## config.mk

```make
export PLATFORM = sky130hd
export DESIGN_NAME = factor_sequencer
export DESIGN_NICKNAME = d
export VERILOG_FILES = /design/src/rtl/factor_sequencer.sv
export SDC_FILE = /design/constraint.sdc
export NUM_CORES = 1
export LEC_CHECK = 0
export ABC_AREA = 0
export CAP_MARGIN = 10
export CORE_MARGIN = 2
export CORE_UTILIZATION = 50
export CTS_CLUSTER_SIZE = 10
export DETAILED_ROUTE_END_ITERATION = 12
export PLACE_DENSITY_LB_ADDON = 0.15
export SYNTH_ARGS = -nofsm -noshare
export SYNTH_HDL_FRONTEND = slang
export SYNTH_SLANG_ARGS = --single-unit
```

## constraint.sdc

```tcl
create_clock -name clk -period 7.9 [get_ports clk]
set_input_delay 1.58 -clock clk [delete_from_list [all_inputs] [get_ports clk]]
set_output_delay 1.58 -clock clk [all_outputs]
set_load 0.05 [all_outputs]
```

## src/rtl/factor_sequencer.sv

```systemverilog
// Trial-division prime factorizer: drives a shared divide unit over req/ack and
// shows each prime factor for MAX_COUNT cycles. Define FACTOR_PRIME_FLAG_EN for the `prime` output.
module factor_sequencer #(
  parameter int WIDTH     = 8,
  parameter int MAX_COUNT = 10_000_000
) (
  input  logic             clk,
  input  logic             rst,
  input  logic             start,
  input  logic [WIDTH-1:0] number,
  output logic             div_req,
  output logic [WIDTH-1:0] div_dividend,
  output logic [WIDTH-1:0] div_divisor,
  input  logic             div_ack,
  input  logic [WIDTH-1:0] div_quot,
  input  logic             div_zero,
  output logic [WIDTH-1:0] factor,
  output logic             factor_valid,
  output logic             busy,
  output logic             done
`ifdef FACTOR_PRIME_FLAG_EN
  ,
  output logic             prime
`endif
);

  localparam int            CW       = (MAX_COUNT > 1) ? $clog2(MAX_COUNT) : 1;
  localparam logic [CW-1:0] CNT_LAST = CW'(MAX_COUNT - 1);

  typedef enum logic [2:0] {IDLE, ISSUE, WAIT, SHOW, DONE} state_t;

  state_t             state, state_nx;
  logic [WIDTH-1:0]   n, n_nx;
  logic [WIDTH-1:0]   d, d_nx;
  logic [WIDTH-1:0]   fac, fac_nx;
  logic               last, last_nx;
  logic [CW-1:0]      cnt, cnt_nx;
  logic [1:0]         nfac, nfac_nx;
  logic [2*WIDTH-1:0] d_sq;
  logic [1:0]         nfac_inc;

  assign d_sq     = {{WIDTH{1'b0}}, d} * {{WIDTH{1'b0}}, d};
  // Only "exactly one factor" matters, so the count saturates at 2.
  assign nfac_inc = (nfac == 2'd2) ? nfac : nfac + 2'd1;

  always_comb begin
    state_nx = state;
    n_nx     = n;
    d_nx     = d;
    fac_nx   = fac;
    last_nx  = last;
    cnt_nx   = cnt;
    nfac_nx  = nfac;
    case (state)
      IDLE, DONE: begin
        if (start) begin
          n_nx     = number;
          d_nx     = WIDTH'(2);
          last_nx  = 1'b0;
          nfac_nx  = 2'd0;
          state_nx = (number < WIDTH'(2)) ? DONE : ISSUE;
        end
      end
      ISSUE: begin
        if (n == WIDTH'(1)) begin
          state_nx = DONE;
        end else if (d_sq > {{WIDTH{1'b0}}, n}) begin
          fac_nx   = n;
          last_nx  = 1'b1;
          nfac_nx  = nfac_inc;
          state_nx = SHOW;
        end else begin
          state_nx = WAIT;
        end
      end
      WAIT: begin
        if (div_ack) begin
          if (div_zero) begin
            fac_nx   = d;
            n_nx     = div_quot;
            last_nx  = 1'b0;
            nfac_nx  = nfac_inc;
            state_nx = SHOW;
          end else begin
            d_nx     = d + WIDTH'(1);
            state_nx = ISSUE;
          end
        end
      end
      SHOW: begin
        if (cnt == CNT_LAST) begin
          cnt_nx   = '0;
          state_nx = last ? DONE : ISSUE;
        end else begin
          cnt_nx = cnt + CW'(1);
        end
      end
      default: state_nx = IDLE;
    endcase
  end

  always_ff @(posedge clk or posedge rst) begin
    if (rst) begin
      state <= IDLE;
      n     <= '0;
      d     <= '0;
      fac   <= '0;
      last  <= 1'b0;
      cnt   <= '0;
      nfac  <= 2'd0;
    end else begin
      state <= state_nx;
      n     <= n_nx;
      d     <= d_nx;
      fac   <= fac_nx;
      last  <= last_nx;
      cnt   <= cnt_nx;
      nfac  <= nfac_nx;
    end
  end

  // WAIT is entered only with operands latched, so req and operands are stable until ack.
  assign div_req      = (state == WAIT);
  assign div_dividend = n;
  assign div_divisor  = d;
  assign factor       = fac;
  assign factor_valid = (state == SHOW);
  assign busy         = (state == ISSUE) || (state == WAIT) || (state == SHOW);
  assign done         = (state == DONE);
`ifdef FACTOR_PRIME_FLAG_EN
  assign prime        = (state == DONE) && (nfac == 2'd1);
`endif

endmodule

```

==> load_flow_metrics.sql <==
INSERT INTO impl_metrics (metric_group, metric, value, unit) VALUES
('sta', 'finalHoldViolations', '0', ''),
('route', 'drc', '0', ''),
('yosys', 'synth_common_cells', 'sky130_fd_sc_hd__dfrtp_1, sky130_fd_sc_hd__inv_1, sky130_fd_sc_hd__nand2_1', ''),
('route', 'detail_route.iter0.violations', '206', ''),
('final_layout', 'post-route-cell-area', '0.00521', 'mm2'),
('route', 'wl_per_cell', '14.9', 'um'),
('die', 'floorplan.die.width', '99.2', 'um'),
('final_layout', 'antennaDiodeCount', '0', ''),
('yosys', 'syn_area_per_cell', '8.87', 'um2'),
('outcome', 'status', 'finished clean', ''),
('sta', 'maxSlewHeadroom', '35.9', '%'),
('sta', 'clock-skew-final', '0.00839', 'ns'),
('placed_design', 'gp_congestion', '0.904', ''),
('die', 'floorplan.rows', '34', ''),
('sta', 'maxSlewViolCount', '0', ''),
('yosys', 'synth_top_cell_area_share', '28.7', '%'),
('pwr', 'total_power', '0.000487', 'W'),
('yosys', 'cell_type_contributing_the_most_total_cell_area_after_synthesis', 'sky130_fd_sc_hd__dfrtp_1', ''),
('clock_network', 'cts_tree', 'built', ''),
('sta', 'unrepaired_setup_endpoints_after_global_routing', 'false', ''),
('global_route', 'grt_pass1_wl', '16.6', 'mm'),
('final_layout', 'stdcell_count', '656', ''),
('global_route', 'grt_start_max_net_pins', '53', ''),
('critical_path', 'end_kind', 'flop', ''),
('clock_network', 'root_driver', 'sky130_fd_sc_hd__clkbuf_8', ''),
('final_layout', 'areaGrowthSynthToFinish', '14.9', '%'),
('die', 'core_area', '0.00876', 'mm2'),
('clock_network', 'number_of_gates_resized_after_cts', '0', ''),
('route', 'first_pass_iters', '5', ''),
('global_route', 'grt_pass1_vias', '3460', ''),
('clock_network', 'cts_max_path_buffers', '2', ''),
('clock_network', 'ctsHoldBuffers', '0', ''),
('yosys', 'ys_async_sr_fraction', '100', '%'),
('final_layout', 'seq_area', '0.00130', 'mm2'),
('global_route', 'grt_antenna_before_repair', '0', ''),
('final_layout', 'multi_input_area', '0.00295', 'mm2'),
('critical_path', 'worstPathArrival', '6.21', 'ns'),
('placed_design', 'place.detailed.instances', '647', ''),
('critical_path', 'worst-setup-path-type', 'flop to flop', ''),
('pwr', 'power_per_cell_area', '93.5', 'mW/mm2'),
('final_layout', 'final_core_utilization', '59.4', '%'),
('clock_network', 'post_cts_buffers', '0', ''),
('worst_hold_path', 'worst_hold_check_path_type', 'flop to flop', ''),
('critical_path', 'critical_path_source', 'div_divisor[0]$_DFFE_PP0P_', ''),
('yosys', 'post_synth_inst_count', '511', ''),
('die', 'design.portCount', '49', ''),
('die', 'floorplan.die.height', '99.2', 'um'),
('final_layout', 'fillers', '817', ''),
('sta', 'setup_viol_count_final', '0', ''),
('route', 'drt-vias-per-instance', '5.56', ''),
('critical_path', 'crit_path_start_kind', 'flop', ''),
('clock_network', 'clkSinkCount', '52', ''),
('clock_network', 'clkLatencyLatePin', '0.31', 'ns'),
('sta', 'highest_clock_frequency_the_design_can_meet', '167', 'MHz'),
('yosys', 'synth.top_cells.by_area', 'sky130_fd_sc_hd__dfrtp_1, sky130_fd_sc_hd__fa_1, sky130_fd_sc_hd__ha_1', ''),
('route', 'route.antenna.remaining_nets', '0', ''),
('die', 'die-area', '0.00984', 'mm2'),
('yosys', 'postSynth.topFlopCell', 'sky130_fd_sc_hd__dfrtp_1', ''),
('yosys', 'synth.distinct_cells', '50', ''),
('critical_path', 'critical_path.reg2reg.startpoint', 'div_divisor[0]$_DFFE_PP0P_', ''),
('sta', 'finalWorstPathRequiredPeriod', '6.01', 'ns'),
('yosys', 'seq_area_frac_synth', '28.7', '%'),
('critical_path', 'crit_path_max_fanout', '11', ''),
('sta', 'tightest_slew', '0.958', 'ns'),
('die', 'initial_core_utilization', '51.7', '%'),
('run', 'max_cap_violations', '0', ''),
('sta', 'totalNegativeSetupSlack', '0', 'ns'),
('sta', 'period_share', '76.0', '%'),
('critical_path', 'timing.reg2reg.worst_path_depth', '21', ''),
('clock_network', 'tritoncts.num_buffers', '5', ''),
('yosys', 'synth_enable_flop_cells', '0', '');
==> report_power, final <==
group | leakage (nW) | internal (W) | switching [W] | total [W]
logic | 1.68 | 0.0000150 | 0.0000146 | 0.0000295
clock network | 0.0600 | 0.0000961 | 0.0000939 | 0.000190
registers | 0.685 | 0.000266 | 0.000000902 | 0.000267
total | 2.43 | 0.000377 | 0.000109 | 0.000487
==> registers in the layout, indices dropped and copies added (netlist names) <==
signal / cells
cnt: 24
div_dividend: 8
div_divisor: 8
factor: 8
state: 3
last: 1
==> critical path: stages, from the launching register on <==
cell and delay (ns):
sky130_fd_sc_hd__dfrtp_1 0.59, sky130_fd_sc_hd__inv_1 0.21, sky130_fd_sc_hd__nor2_1 0.18, sky130_fd_sc_hd__ha_1 0.22
sky130_fd_sc_hd__inv_1 0.07, sky130_fd_sc_hd__fa_1 0.47, sky130_fd_sc_hd__inv_1 0.04, sky130_fd_sc_hd__ha_1 0.31
sky130_fd_sc_hd__fa_1 0.52, sky130_fd_sc_hd__fa_1 0.47, sky130_fd_sc_hd__a21oi_1 0.21, sky130_fd_sc_hd__nor2b_1 0.06
sky130_fd_sc_hd__nor2_1 0.12, sky130_fd_sc_hd__xnor2_1 0.09, sky130_fd_sc_hd__ha_1 0.32, sky130_fd_sc_hd__nand4_1 0.11
sky130_fd_sc_hd__or4_1 0.48, sky130_fd_sc_hd__o21a_1 0.13, sky130_fd_sc_hd__a2111oi_2 0.32, sky130_fd_sc_hd__nand4_1 0.24
sky130_fd_sc_hd__o21ai_4 0.35, sky130_fd_sc_hd__mux2_2 0.37
==> stage by stage <==
step                setup slack [ns]  hold WS [ns]
floorplan                       2.09         0.438
CTS                             1.86         0.474
global route                    1.39         0.486
detailed placement              1.89         0.455
global placement                2.01         0.455
finish                          1.89         0.471
==> worst min path at each step <==
stage | from | endpoint | slack [ns] | cells after the start
after floorplan | cnt[6]$_DFFE_PP0P_ | cnt[6]$_DFFE_PP0P_ | 0.44 | 1
after CTS | cnt[6]$_DFFE_PP0P_ | cnt[6]$_DFFE_PP0P_ | 0.47 | 1
after detailed placement | cnt[6]$_DFFE_PP0P_ | cnt[6]$_DFFE_PP0P_ | 0.46 | 1
after global placement | cnt[6]$_DFFE_PP0P_ | cnt[6]$_DFFE_PP0P_ | 0.45 | 1
final | cnt[6]$_DFFE_PP0P_ | cnt[6]$_DFFE_PP0P_ | 0.47 | 1
after global routing | cnt[6]$_DFFE_PP0P_ | cnt[6]$_DFFE_PP0P_ | 0.49 | 1
==> cells in the final DEF (no fill, tap or decap), types with 3 or more instances in the layout <==
cell type	count
sky130_fd_sc_hd__ha_1	40
sky130_fd_sc_hd__nor4_1	4
sky130_fd_sc_hd__and3_1	6
sky130_fd_sc_hd__fa_1	25
sky130_fd_sc_hd__mux2_2	11
sky130_fd_sc_hd__clkbuf_8	5
sky130_fd_sc_hd__nor3b_1	6
sky130_fd_sc_hd__o22ai_1	3
sky130_fd_sc_hd__nor2_1	45
sky130_fd_sc_hd__a21oi_1	27
sky130_fd_sc_hd__xor2_1	13
sky130_fd_sc_hd__a221oi_1	3
sky130_fd_sc_hd__and4_1	3
sky130_fd_sc_hd__and2_1	20
sky130_fd_sc_hd__nand4_1	9
sky130_fd_sc_hd__xnor2_1	21
sky130_fd_sc_hd__nor2b_1	4
sky130_fd_sc_hd__mux2i_1	10
sky130_fd_sc_hd__inv_1	51
sky130_fd_sc_hd__nor3_1	7
sky130_fd_sc_hd__nand2_1	48
sky130_fd_sc_hd__a21o_1	6
sky130_fd_sc_hd__o21a_1	3
sky130_fd_sc_hd__nand3_1	16
sky130_fd_sc_hd__dfrtp_1	52
sky130_fd_sc_hd__o21ai_0	21
sky130_fd_sc_hd__clkdlybuf4s50_1	48
sky130_fd_sc_hd__a31oi_1	4
sky130_fd_sc_hd__nand2b_1	4
==> area by class of cell <==
type                    count  area share [%]
multi-input cells         385            56.7
flip-flops and latches     52            25.0
repair buffers             49            9.61
inverters                  54            3.89
well taps                 108            2.59
clock buffers               5            1.32
clock inverters             3           0.889
==> logic make-up after synthesis <==
family,synth area share [%]
DFF,28.7
muxes,4.94
adders and majority gates,22.1
AOI/OAI and AO/OA,11.7
buffers and inverters,6.13
and+or+nand+nor,19.8
xor gates and xnor gates,6.57
==> routing by layer <==
metal	track usage, %	share of wire, %
met5	0	0
met1	30.7	47
met2	31.4	45
met4	5.06	0.91
met3	4.92	6.5
(Power assumes the default switching activity.)
